<file path="config.mk">
export PLATFORM = sky130hd
export DESIGN_NAME = btn_debounce
export DESIGN_NICKNAME = d
export VERILOG_FILES = /design/src/rtl/debounce_pkg.sv /design/src/rtl/btn_debounce_sync2.sv /design/src/rtl/btn_debounce.sv
export SDC_FILE = /design/constraint.sdc
export NUM_CORES = 1
export LEC_CHECK = 0
export CORE_AREA = 2 2 39 41
export DETAILED_ROUTE_END_ITERATION = 12
export DIE_AREA = 0 0 41 43
export GPL_ROUTABILITY_DRIVEN = 0
export PLACE_DENSITY = 0.53
export SLEW_MARGIN = 20
export SYNTH_ARGS = -nofsm -noshare
export SYNTH_HDL_FRONTEND = slang
export SYNTH_SLANG_ARGS = --single-unit
</file>
<file path="constraint.sdc">
create_clock -name clk -period 1.37 [get_ports clk]
set_clock_uncertainty 0.2 [all_clocks]
set_input_delay 0.137 -clock clk [delete_from_list [all_inputs] [get_ports clk]]
set_output_delay 0.137 -clock clk [all_outputs]
set_load 0.05 [all_outputs]
</file>
<file path="src/rtl/debounce_pkg.sv">
// Shared definitions for the push-button debouncer and its neighbours.
// State encodings are fixed so the flop stage and debug taps can decode them.
package debounce_pkg;

    typedef enum logic [1:0] {
        IDLE_LO = 2'd0,
        CNT_HI  = 2'd1,
        IDLE_HI = 2'd2,
        CNT_LO  = 2'd3
    } state_t;

    localparam int STABLE_DEFAULT = 4;
    localparam int CNT_W_DEFAULT  = 3;

    // The debounced level is high once a rising change has been accepted.
    function automatic logic levelOf(input state_t s);
        return (s == IDLE_HI) || (s == CNT_LO);
    endfunction

    function automatic logic isCounting(input state_t s);
        return (s == CNT_HI) || (s == CNT_LO);
    endfunction

endpackage

</file>
<file path="src/rtl/btn_debounce_sync2.sv">
// Two-flop synchronizer for a single asynchronous bit; both stages clear on reset.
// Also intended for the flop stage's set/reset inputs.
module sync2 (
    input  logic clk,
    input  logic r,
    input  logic a,
    output logic y
);

    logic r_s1;
    logic r_s2;

    always_ff @(posedge clk) begin
        if (r) begin
            r_s1 <= 1'b0;
            r_s2 <= 1'b0;
        end else begin
            r_s1 <= a;
            r_s2 <= r_s1;
        end
    end

    assign y = r_s2;

endmodule

</file>
<file path="src/rtl/btn_debounce.sv">
// Counter-based button debouncer: synchronized input, four-state FSM,
// registered level plus one-cycle rise/fall pulses and a busy flag.
module btn_debounce
    import debounce_pkg::*;
#(
    parameter int STABLE = STABLE_DEFAULT,
    parameter int CNT_W  = CNT_W_DEFAULT
) (
    input  logic clk,
    input  logic r,
    input  logic btn,
    output logic d,
    output logic rise,
    output logic fall,
    output logic busy
);

    localparam logic [CNT_W-1:0] CNT_LAST = CNT_W'(STABLE - 1);

    logic             w_s2;
    state_t           r_state;
    state_t           w_stateNext;
    logic [CNT_W-1:0] r_cnt;
    logic [CNT_W-1:0] w_cntNext;
    logic             w_rise;
    logic             w_fall;
    logic             r_d;
    logic             r_rise;
    logic             r_fall;
    logic             r_busy;

    sync2 u_sync (
        .clk (clk),
        .r   (r),
        .a   (btn),
        .y   (w_s2)
    );

    // Outputs are derived from the next state so they line up with the state change.
    always_ff @(posedge clk) begin
        if (r) begin
            r_state <= IDLE_LO;
            r_cnt   <= '0;
            r_d     <= 1'b0;
            r_rise  <= 1'b0;
            r_fall  <= 1'b0;
            r_busy  <= 1'b0;
        end else begin
            r_state <= w_stateNext;
            r_cnt   <= w_cntNext;
            r_d     <= levelOf(w_stateNext);
            r_rise  <= w_rise;
            r_fall  <= w_fall;
            r_busy  <= isCounting(w_stateNext);
        end
    end

    always_comb begin
        w_stateNext = r_state;
        w_cntNext   = r_cnt;
        w_rise      = 1'b0;
        w_fall      = 1'b0;
        case (r_state)
            IDLE_LO: begin
                if (w_s2) begin
                    w_stateNext = CNT_HI;
                    w_cntNext   = CNT_W'(1);
                end
            end
            CNT_HI: begin
                if (!w_s2) begin
                    w_stateNext = IDLE_LO;
                    w_cntNext   = '0;
                end else if (r_cnt == CNT_LAST) begin
                    w_stateNext = IDLE_HI;
                    w_cntNext   = '0;
                    w_rise      = 1'b1;
                end else begin
                    w_cntNext = r_cnt + 1'b1;
                end
            end
            IDLE_HI: begin
                if (!w_s2) begin
                    w_stateNext = CNT_LO;
                    w_cntNext   = CNT_W'(1);
                end
            end
            CNT_LO: begin
                if (w_s2) begin
                    w_stateNext = IDLE_HI;
                    w_cntNext   = '0;
                end else if (r_cnt == CNT_LAST) begin
                    w_stateNext = IDLE_LO;
                    w_cntNext   = '0;
                    w_fall      = 1'b1;
                end else begin
                    w_cntNext = r_cnt + 1'b1;
                end
            end
            default: begin
                w_stateNext = IDLE_LO;
                w_cntNext   = '0;
            end
        endcase
    end

    assign d    = r_d;
    assign rise = r_rise;
    assign fall = r_fall;
    assign busy = r_busy;

endmodule

</file>
==> parameters.txt, run 1 <==
Parameter                              Value

Worst hold path
  Hold crit path type ... in2reg
  Number of cells on the worst hold path ... 2

Floorplanning
  Die width ... 41 um
  DIE HEIGHT ... 43 um
  Full die area ... 0.00176 mm2
  Total I/O pin count ... 7
  Std cell rows ... 14
  Initial core utilization ... 26.9%
  Core Footprint ... 0.00138 mm2

Global routing
  GR met3 Demand/Resource ... 3.66%
  Number of antenna violations at the first check in global routing ... 0
  Vias in the first global route ... 289
  Met1 GRT Util ... 11.8%
  Pin count of the biggest net entering global routing ... 10
  Congestion Overflow GR ... 0
  Global routing met2 resource utilization ... 14.7%
  GRT Max-Usage Layer ... met2
  GRT Util Overall ... 10.6%
  First-pass GRT wire length ... 1.19 mm

Route
  Remaining number of nets flagged by the antenna check after routing ... 0
  Final routed DRC violation total ... 0
  First-iteration detailed-routing DRC count ... 4
  WL/cell ... 10.7 um
  Number of search-and-repair iterations in the first detailed-routing pass ... 3
  Total wirelength of the detailed-routed design ... 661 um
  Number of vias after detailed routing ... 277
  Via density ... 4.47

Clocking
  Sinks on the clock net ... 10
  TritonCTS clock tree ... yes
  Number of buffers inserted during clock tree synthesis ... 3
  Clock slew at reported path FFs ... 0.07 ns
  Clk Tree Root Cell ... sky130_fd_sc_hd__clkbuf_4
  Clock latency at the later pin of the worst-skew pair ... 0.26 ns
  Count of buffers added by post-CTS timing repair for setup ... 0
  Bufs on Longest Clock Path ... 2
  Number of hold buffers added after cts ... 0
  Maximum level of the CTS H-tree ... 1

Power
  Part of the total power dissipated in the clock network ... 37.7%
  Power density over the cells ... 942 mW/mm2
  Share of total power consumed by net switching ... 21.1%
  Power spent charging and discharging nets ... 0.000115 W
  Leakage ... 0.222 nW
  Fraction of power consumed by combinational cells ... 7.2%
  Peak supply drop ... 0.493 mV
  Internal power of the cells ... 0.000430 W
  Overall power consumption ... 0.000545 W
  Sequential group share of total power ... 55.1%

Finish
  Area used by multi-input combinational logic ... 199 um2
  Top library cells by usage in the layout, fill and taps aside ... 7 x sky130_fd_sc_hd__dfxtp_1, 4 x sky130_fd_sc_hd__buf_12, 3 x sky130_fd_sc_hd__nor2_1, 3 x sky130_fd_sc_hd__clkbuf_4, 3 x sky130_fd_sc_hd__buf_4
  Leading cell type in the layout, fill and taps excluded ... sky130_fd_sc_hd__dfxtp_1
  Fraction of final layout cells with drive strength greater than 1 ... 41.3%
  Filler instances ... 130
  Final antenna diode count ... 0
  Sequential cell area ... 206 um2
  Total number of nets in the final design ... 51
  Area growth from synthesis to layout ... 55.6%

Setup path
  Highest fanout seen on the critical path ... 6
  Number of stages on the worst setup path ... 3
  Worst-path cell with the longest stage delay ... sky130_fd_sc_hd__dfxtp_4
  Worst path bufs/invs ... 0
  Depth of the worst register-to-register path ... 3
  WP data required ... 1.35 ns
  Signal arrival time at the worst endpoint ... 1.32 ns
  Delay contributed by the slowest stage of the critical path ... 0.41 ns
  Capturing element type of the critical path ... flip-flop
  Cell Chain, Critical Path ... xor2_4 -> mux2_4 -> nor3b_2
  Kind of critical path ... reg2reg
  Largest delay contributor family on the critical path ... flip-flops
  Worst Setup Start Kind ... flip-flop

Yosys
  Sequential fraction of the synthesis area ... 53.9%
  Avg Cell Area, Syn ... 10.9 um2
  Yosys top cell by area ... sky130_fd_sc_hd__dfxtp_1
  Instance count of the mapped netlist ... 34
  Register bit total from synthesis ... 10
  Syn Std Cell Area ... 372 um2
  Synthesized net count ... 38
  Cell types occupying the most area after synthesis ... sky130_fd_sc_hd__dfxtp_1 54%, sky130_fd_sc_hd__nor4b_1 4.7%, sky130_fd_sc_hd__mux2_4 4.0%
  Synth warnings ... 0
  Area share of the largest cell type after synthesis ... 53.9%
  Distinct cell type count after synthesis ... 18

STA
  Relative max-transition margin ... 76.2%
  Fmax ... 746 MHz
  Sum of negative setup slack ... 0 ns
  Setup repair after global routing missed its margin ... true
  Setup-failing EPs final ... 0
  Final max-slew violation count ... 0
  Slew at the pin with the worst max-slew slack ... 0.356 ns
  Fin Hold WS ... 0.223 ns
  Final cycle utilization of the critical path ... 97.9%
  Total count of hold-check failures in the final report ... 0
  Time the worst path needs with I/O delays and setup ... 1.34 ns
  Final critical-path setup slack ... 0.0292 ns

Place
  Detail Placement HPWL ... 504 um
  Post-placement setup slack ... -0.0125 ns
  Count of input and output buffers ... 6

Run
  Max-cap viol count ... 0

Status
  Run status ... finished clean
==> cell families (layout without fill, tap and decap cells) <==
logic type / count (synthesis) / count (layout) / synth area share [%]
AND/OR/NAND/NOR: 15 / 15 / 25.6
flip-flops: 10 / 10 / 53.9
AO/OA/AOI/OAI: 2 / 2 / 3.70
XOR/XNOR: 2 / 2 / 4.71
multiplexers: 2 / 2 / 6.73
buffers and inverters: 2 / 14 / 2.02
adder cells (fa/ha/maj): 1 / 1 / 3.37
==> through the flow <==
step,instances,instance area [um2],util [%]
after floorplan,34,383,-
after global placement,58,522,37.7
after detailed placement,58,522,37.7
after CTS,62,551,39.8
after global routing,62,578,41.8
final,62,578,41.8
==> power groups by stage <==
stage | Clock (W) | Sequential (W) | Combinational [W]
after global placement | 0 | 0.000305 | 0.0000358
after floorplan | 0 | 0.000308 | 0.0000169
after CTS | 0.000211 | 0.000299 | 0.0000375
final | 0.000205 | 0.000300 | 0.0000391
after detailed placement | 0 | 0.000305 | 0.0000375
after global routing | 0.000231 | 0.000301 | 0.0000427
==> registers in the layout, summed over array words and instances, names as in the netlist <==
| register | flops |
|---|---|
| fall | 1 |
| busy | 1 |
| u_sync.r_s1 | 1 |
| r_cnt | 3 |
| u_sync.y | 1 |
| rise | 1 |
| r_state | 2 |
==> layer usage <==
metal  up-vias  part of all wire [%]  wire length, um
met5         -                     0                0
met4         0                   1.5               10
met3         2                   5.1               34
met2         6                    52              344
met1       131                    41              273
li1        138                     -                -
==> worst register-to-register path, stage by stage, from the launching register on <==
cell and delay [ns]:
sky130_fd_sc_hd__dfxtp_4 0.41, sky130_fd_sc_hd__xor2_4 0.18, sky130_fd_sc_hd__mux2_4 0.32, sky130_fd_sc_hd__nor3b_2 0.15
==> layout make-up <==
type / instances / share of cell area [%]
inverters: 1 / 0.649
repair buffers: 9 / 21.2
clock buffers: 4 / 4.55
multi-input cells: 22 / 34.4
flip-flops and latches: 10 / 35.7
well taps: 16 / 3.46
==> timing repair <==
| action | 4_1_cts | 5_1_grt |
|---|---|---|
| gates resized for setup | 1 | 5 |
| pin swaps | 0 | 1 |
| endpoints found under the setup margin | 1 | 4 |
==> final timing paths <==
path / from / to / slack (ns)
setup / recovery: r_state[1] / r_cnt[2] / 0.03
hold / removal: btn / u_sync.r_s1 / 0.22
setup reg to reg: r_state[1] / r_cnt[2] / 0.03
hold reg to reg: u_sync.r_s1 / u_sync.y / 0.24
==> synthesized netlist by cell type (all sizes together) <==
| cell type | n |
|---|---|
| xnor2 | 1 |
| clkbuf | 1 |
| xor2 | 1 |
| a21oi | 1 |
| nor4b | 2 |
| mux2i | 1 |
| nor3b | 1 |
| nand2b | 2 |
| dfxtp | 10 |
| nand4 | 1 |
| nor2 | 3 |
| nor2b | 2 |
| ha | 1 |
| nand3b | 2 |
| inv | 1 |
| nand2 | 2 |
| a221oi | 1 |
| mux2 | 1 |
No activity file was read; power rests on OpenSTA's default activity.
==> run 2: changes to the inputs <==
--- a/config.mk
+++ b/config.mk
@@ -10,7 +10,7 @@
 export DIE_AREA = 0 0 41 43
 export GPL_ROUTABILITY_DRIVEN = 0
 export PLACE_DENSITY = 0.53
-export SLEW_MARGIN = 20
+export SLEW_MARGIN = 30
 export SYNTH_ARGS = -nofsm -noshare
 export SYNTH_HDL_FRONTEND = slang
 export SYNTH_SLANG_ARGS = --single-unit
==> results of run 2 <==
Same layout as run 1: the final DEF is identical, and so are final timing and power.
